$ cat config.mk
export PLATFORM = sky130hd
export DESIGN_NAME = rob
export DESIGN_NICKNAME = d
export VERILOG_FILES = /design/src/rtl/rob_pkg.sv /design/src/rtl/rob.sv
export SDC_FILE = /design/constraint.sdc
export NUM_CORES = 2
export LEC_CHECK = 0
export CORE_AREA = 2 2 271 273
export DETAILED_ROUTE_END_ITERATION = 7
export DIE_AREA = 0 0 273 275
export PLACE_DENSITY = 0.73
export SYNTH_ARGS = -nofsm -noshare
export SYNTH_HDL_FRONTEND = slang
export SYNTH_SLANG_ARGS = --single-unit
$ cat constraint.sdc
create_clock -name clk -period 6.4 [get_ports clk]
set_input_delay 1.92 -clock clk [delete_from_list [all_inputs] [get_ports clk]]
set_output_delay 1.92 -clock clk [all_outputs]
set_load 0.02 [all_outputs]
$ cat src/rtl/rob_pkg.sv
// rob_pkg: shared types and sizing for the reorder buffer.
//   ROB_DEPTH   - number of in-flight entries (power of two)
//   ROB_IDX_W   - tag width; matches the register file's ROB_idx field
//   rob_entry_t - one buffer slot: {valid, ready, mispredict, rd, value}
package rob_pkg;

  localparam int ROB_DEPTH = 16;
  localparam int ROB_IDX_W = $clog2(ROB_DEPTH);

  typedef struct packed {
    logic        valid;
    logic        ready;
    logic        mispredict;
    logic [4:0]  rd;
    logic [31:0] value;
  } rob_entry_t;

endpackage

$ cat src/rtl/rob.sv
// rob: in-order reorder buffer between dispatch and the register file.
// Ports:
//   clk, rst                      - clock, synchronous active-high reset
//   alloc_valid/alloc_rd          - dispatch request and destination reg
//   alloc_ready/alloc_idx         - slot available / granted tag (= tail)
//   cdb_valid/rob_idx/value/mispredict - result broadcast from the CDB
//   rs{1,2}_query_idx             - tags of busy source operands
//   rs{1,2}_query_ready/value     - operand available (with CDB bypass)
//   ROB_commit, commit_rd/rob_idx/value - head retirement to the regfile
//   flush                         - head is a mispredicted branch; empties the buffer
module rob #(
  parameter int ROB_DEPTH = rob_pkg::ROB_DEPTH,
  parameter int IDX_W     = $clog2(ROB_DEPTH)
) (
  input  logic             clk,
  input  logic             rst,
  input  logic             alloc_valid,
  input  logic [4:0]       alloc_rd,
  output logic             alloc_ready,
  output logic [IDX_W-1:0] alloc_idx,
  input  logic             cdb_valid,
  input  logic [IDX_W-1:0] cdb_rob_idx,
  input  logic [31:0]      cdb_value,
  input  logic             cdb_mispredict,
  input  logic [IDX_W-1:0] rs1_query_idx,
  input  logic [IDX_W-1:0] rs2_query_idx,
  output logic             rs1_query_ready,
  output logic             rs2_query_ready,
  output logic [31:0]      rs1_query_value,
  output logic [31:0]      rs2_query_value,
  output logic             ROB_commit,
  output logic [4:0]       commit_rd,
  output logic [IDX_W-1:0] commit_rob_idx,
  output logic [31:0]      commit_value,
  output logic             flush
);
  import rob_pkg::*;

  rob_entry_t entries_q [ROB_DEPTH];
  rob_entry_t entries_d [ROB_DEPTH];
  logic [IDX_W-1:0] head_q, head_d;
  logic [IDX_W-1:0] tail_q, tail_d;
  logic [IDX_W:0]   count_q, count_d;

  logic       full;
  logic       do_alloc;
  rob_entry_t head_e;

  assign full     = (count_q == (IDX_W+1)'(ROB_DEPTH));
  assign head_e   = entries_q[head_q];

  assign ROB_commit     = head_e.valid && head_e.ready;
  assign flush          = ROB_commit && head_e.mispredict;
  assign commit_rd      = ROB_commit ? head_e.rd    : 5'd0;
  assign commit_value   = ROB_commit ? head_e.value : 32'd0;
  assign commit_rob_idx = ROB_commit ? head_q       : '0;

  // A commit this cycle does not free a slot until next cycle.
  assign alloc_ready = !full && !flush;
  assign alloc_idx   = tail_q;
  assign do_alloc    = alloc_valid && alloc_ready;

  // Operand lookup: a same-cycle CDB broadcast wins over stored state.
  always_comb begin
    rs1_query_ready = 1'b0;
    rs1_query_value = 32'd0;
    if (cdb_valid && cdb_rob_idx == rs1_query_idx) begin
      rs1_query_ready = 1'b1;
      rs1_query_value = cdb_value;
    end else if (entries_q[rs1_query_idx].valid && entries_q[rs1_query_idx].ready) begin
      rs1_query_ready = 1'b1;
      rs1_query_value = entries_q[rs1_query_idx].value;
    end
  end

  always_comb begin
    rs2_query_ready = 1'b0;
    rs2_query_value = 32'd0;
    if (cdb_valid && cdb_rob_idx == rs2_query_idx) begin
      rs2_query_ready = 1'b1;
      rs2_query_value = cdb_value;
    end else if (entries_q[rs2_query_idx].valid && entries_q[rs2_query_idx].ready) begin
      rs2_query_ready = 1'b1;
      rs2_query_value = entries_q[rs2_query_idx].value;
    end
  end

  // Next-state for the entry array. Writeback precedes the commit clear so a
  // late broadcast to the retiring head cannot resurrect it.
  always_comb begin
    for (int i = 0; i < ROB_DEPTH; i++) entries_d[i] = entries_q[i];
    if (flush) begin
      for (int i = 0; i < ROB_DEPTH; i++) entries_d[i].valid = 1'b0;
    end else begin
      if (cdb_valid && entries_q[cdb_rob_idx].valid) begin
        entries_d[cdb_rob_idx].ready      = 1'b1;
        entries_d[cdb_rob_idx].value      = cdb_value;
        entries_d[cdb_rob_idx].mispredict = cdb_mispredict;
      end
      if (ROB_commit) entries_d[head_q].valid = 1'b0;
      if (do_alloc) begin
        entries_d[tail_q].valid      = 1'b1;
        entries_d[tail_q].ready      = 1'b0;
        entries_d[tail_q].mispredict = 1'b0;
        entries_d[tail_q].rd         = alloc_rd;
      end
    end
  end

  // Pointers wrap naturally at IDX_W bits; occupancy comes from count only.
  always_comb begin
    head_d  = head_q;
    tail_d  = tail_q;
    count_d = count_q;
    if (flush) begin
      head_d  = '0;
      tail_d  = '0;
      count_d = '0;
    end else begin
      if (ROB_commit) head_d = head_q + IDX_W'(1);
      if (do_alloc)   tail_d = tail_q + IDX_W'(1);
      case ({do_alloc, ROB_commit})
        2'b10:   count_d = count_q + (IDX_W+1)'(1);
        2'b01:   count_d = count_q - (IDX_W+1)'(1);
        default: count_d = count_q;
      endcase
    end
  end

  always_ff @(posedge clk) begin
    if (rst) begin
      for (int i = 0; i < ROB_DEPTH; i++) entries_q[i] <= '0;
      head_q  <= '0;
      tail_q  <= '0;
      count_q <= '0;
    end else begin
      for (int i = 0; i < ROB_DEPTH; i++) entries_q[i] <= entries_d[i];
      head_q  <= head_d;
      tail_q  <= tail_d;
      count_q <= count_d;
    end
  end

endmodule

==> out/results.txt <==
drt pass-1 iters: 8
CP Capture Type: output pin
clk slew on worst S/H paths: 0.06 ns
area of the multi-input gates: 23800 um^2
main area contributors after synthesis: dfxtp_1 33%, mux4_2 30%, o21ai_0 8.5%
Req. time, crit path: 4.48 ns
Initial Util: 54.6%
routability congestion estimate: 0.902
largest net degree at the start of global routing: 163
DIE HEIGHT: 275 um
highest routed metal layer: met5
register area share after synthesis: 33.3%
Peak Freq: 157 MHz
Inst Count DP: 4848
drt via density: 7.60
asr flop ratio synth: 0%
TNS Setup: 0 ns
Synth Register Bits: 657
final WL: 157 mm
Placeable Area: 72300 um^2
antenna violations before repair: 13
Clk Latency, worst-skew pair: 0.66 ns
Startpoint Class: input port
Netlist Area Pre-Place: 39500 um^2
num ports: 168
std cell rows: 99
synth warn: 0
H-tree Lvls: 3
antenna violation net count after detailed routing: 0
Synth cell types: 60
top cells by count, synth: 667 x o21ai_0, 657 x dfxtp_1, 618 x nand3_1
Slew Limit Fails: 0
Power Total: 9.34 mW
Peak VDD IR: 0.197 mV
Syn Nets: 4183
post-synth top area share: 33.3%
pwr dens: 209 nW/um^2
synthesized area per cell: 9.60 um^2
DRC: 0
Non-Filler Instances: 4989
Met2 Wirelength: 65.2 mm
final worst-path cycle share: 99.7%
area grow syn2layout: 13.0%
design area: 44600 um^2
Final setup viols: 0
via count: 37906
die area: 75100 um^2
Syn Inst Count: 4116
Max Root-Sink Buffers: 3
CTS Sinks: 657
fraction of final layout cells sized beyond drive strength 1: 21.7%
global route overflow: 0
worst hold path class: flip-flop to flip-flop
register area: 13200 um^2
IO Port Bufs: 167
crit path max fanout: 58
number of max-cap violations: 0
ys flop type: dfxtp_1
Critical Path AT: 4.46 ns
WL met1: 52.2 mm
RSZ-0062 raised after global routing: true
worst hold margin: 0.473 ns
Num CTS Buffers: 72
Layout fillers: 5790
cell accounting for the most synthesized area: dfxtp_1
status: finished clean
CTS tree: built
met3 routed WL: 27.6 mm
vias in the first global route: 35930
fin crit period: 6.38 ns
Clock Skew: 0.0329 ns
Slew HR: 11.6%
number of enable flip-flop cells after synthesis: 0
most common cell in the netlist: o21ai_0
first-pass GRT wire length: 232 mm
DPL Wire Length: 88.9 mm
chip width: 273 um
DP Area: 42000 um^2
GR Util All Layers: 41.3%
LEAKAGE: 14.0 nW
Root Buffer: clkbuf_16
critical path type: input port to output pin
final hold vios: 0
hold bufs inserted after CTS: 0
Tightest Pin Transition: 1.32 ns
# nets final: 4035
routed length per instance: 31.5 um
Starting DRT DRC Count: 7281
## state kept, by name, summed over array words and instances (netlist names), named ones only
| signal | flops |
|---|---|
| alloc_idx | 4 |
| count_q | 5 |
| head_q | 4 |
| entries_q | 640 |
## kinds of logic after synthesis
family                   synth area share (%)
AND/OR/NAND/NOR                          11.4
multiplexers                             29.7
adder cells (fa/ha/maj)                 0.412
flip-flops                               33.3
buffers and inverters                    6.82
AO/OA/AOI/OAI                            18.1
XOR/XNOR                                0.377
## what timing repair did
| item | 4_1_cts | 5_1_grt |
|---|---|---|
| cloned | 1 | 1 |
| resized for setup | 24 | 30 |
| pin swaps | 0 | 1 |
| buffers inserted | 0 | 3 |
| endpoints found under the setup margin | 57 | 29 |
## layout make-up
type                       instances  share of cell area [%]
tap                              959                    2.69
timing repair buffer             342                    8.19
multi-input combinational       2817                    53.4
inverter                          78                   0.656
clock buffer                     101                    4.73
clock inverter                    28                   0.827
sequential                       657                    29.5
antenna                            7                  0.0392
## worst paths after layout
path	from	to	slack, ns	cells past startpoint
max	rs1_query_idx[1]	rs1_query_value[11]	0.02	8
min	entries_q[2][35]$_SDFFE_PP0P_	entries_q[2][35]$_SDFFE_PP0P_	0.47	2
max reg2reg	flip-flop	count_q[4]$_SDFFE_PP0P_	1.79	16
min reg2reg	entries_q[2][35]$_SDFFE_PP0P_	entries_q[2][35]$_SDFFE_PP0P_	0.47	2
## report_power, final
part	total (mW)	switching (mW)	internal, mW
Combinational	0.740	0.511	0.229
Sequential	4.11	0.0102	4.10
Clock	4.49	1.86	2.63
## layout by cell type, fill, tap and decap left out, types with 7 or more instances in the layout
master / count
dlymetal6s2s_1: 23
and2_2: 12
xnor2_1: 7
clkbuf_16: 75
diode_2: 7
nor3_1: 26
dfxtp_1: 653
clkbuf_8: 18
a211oi_1: 32
nand3_1: 614
ha_1: 13
nand2_2: 12
buf_12: 40
nand2_1: 100
buf_4: 127
nor2_1: 32
clkinv_2: 14
clkbuf_1: 11
a21oi_1: 617
o21ai_0: 667
bufinv_16: 8
and3_1: 41
mux4_2: 518
xor2_1: 10
inv_1: 77
clkdlybuf4s50_1: 115
o31ai_1: 14
dlygate4sd2_1: 20
o21ai_1: 7
or3_1: 13
## metal layers
layer | up-vias | track usage, %
met5 | - | 0
met4 | 12 | 26.9
met3 | 859 | 16.6
met2 | 3465 | 58.2
met1 | 18215 | 52.4
li1 | 15355 | -
## per-stage QoR
| stage | setup slack [ns] | util (%) |
|---|---|---|
| floorplan | 0.406 | - |
| global placement | -0.212 | 58.0 |
| detailed placement | -0.245 | 58.0 |
| CTS | 0.00163 | 61.5 |
| global route | -0.0172 | 61.7 |
| finish | 0.0170 | 61.7 |
## critical path, stage by stage
cell             delay, ns
buf_6                 0.11
buf_4                 0.17
buf_16                0.32
mux4_2                0.57
mux4_2                0.47
inv_1                 0.13
o21ai_0               0.11
clkdlybuf4s50_1       0.55
Power figures use the tool's default switching activity.
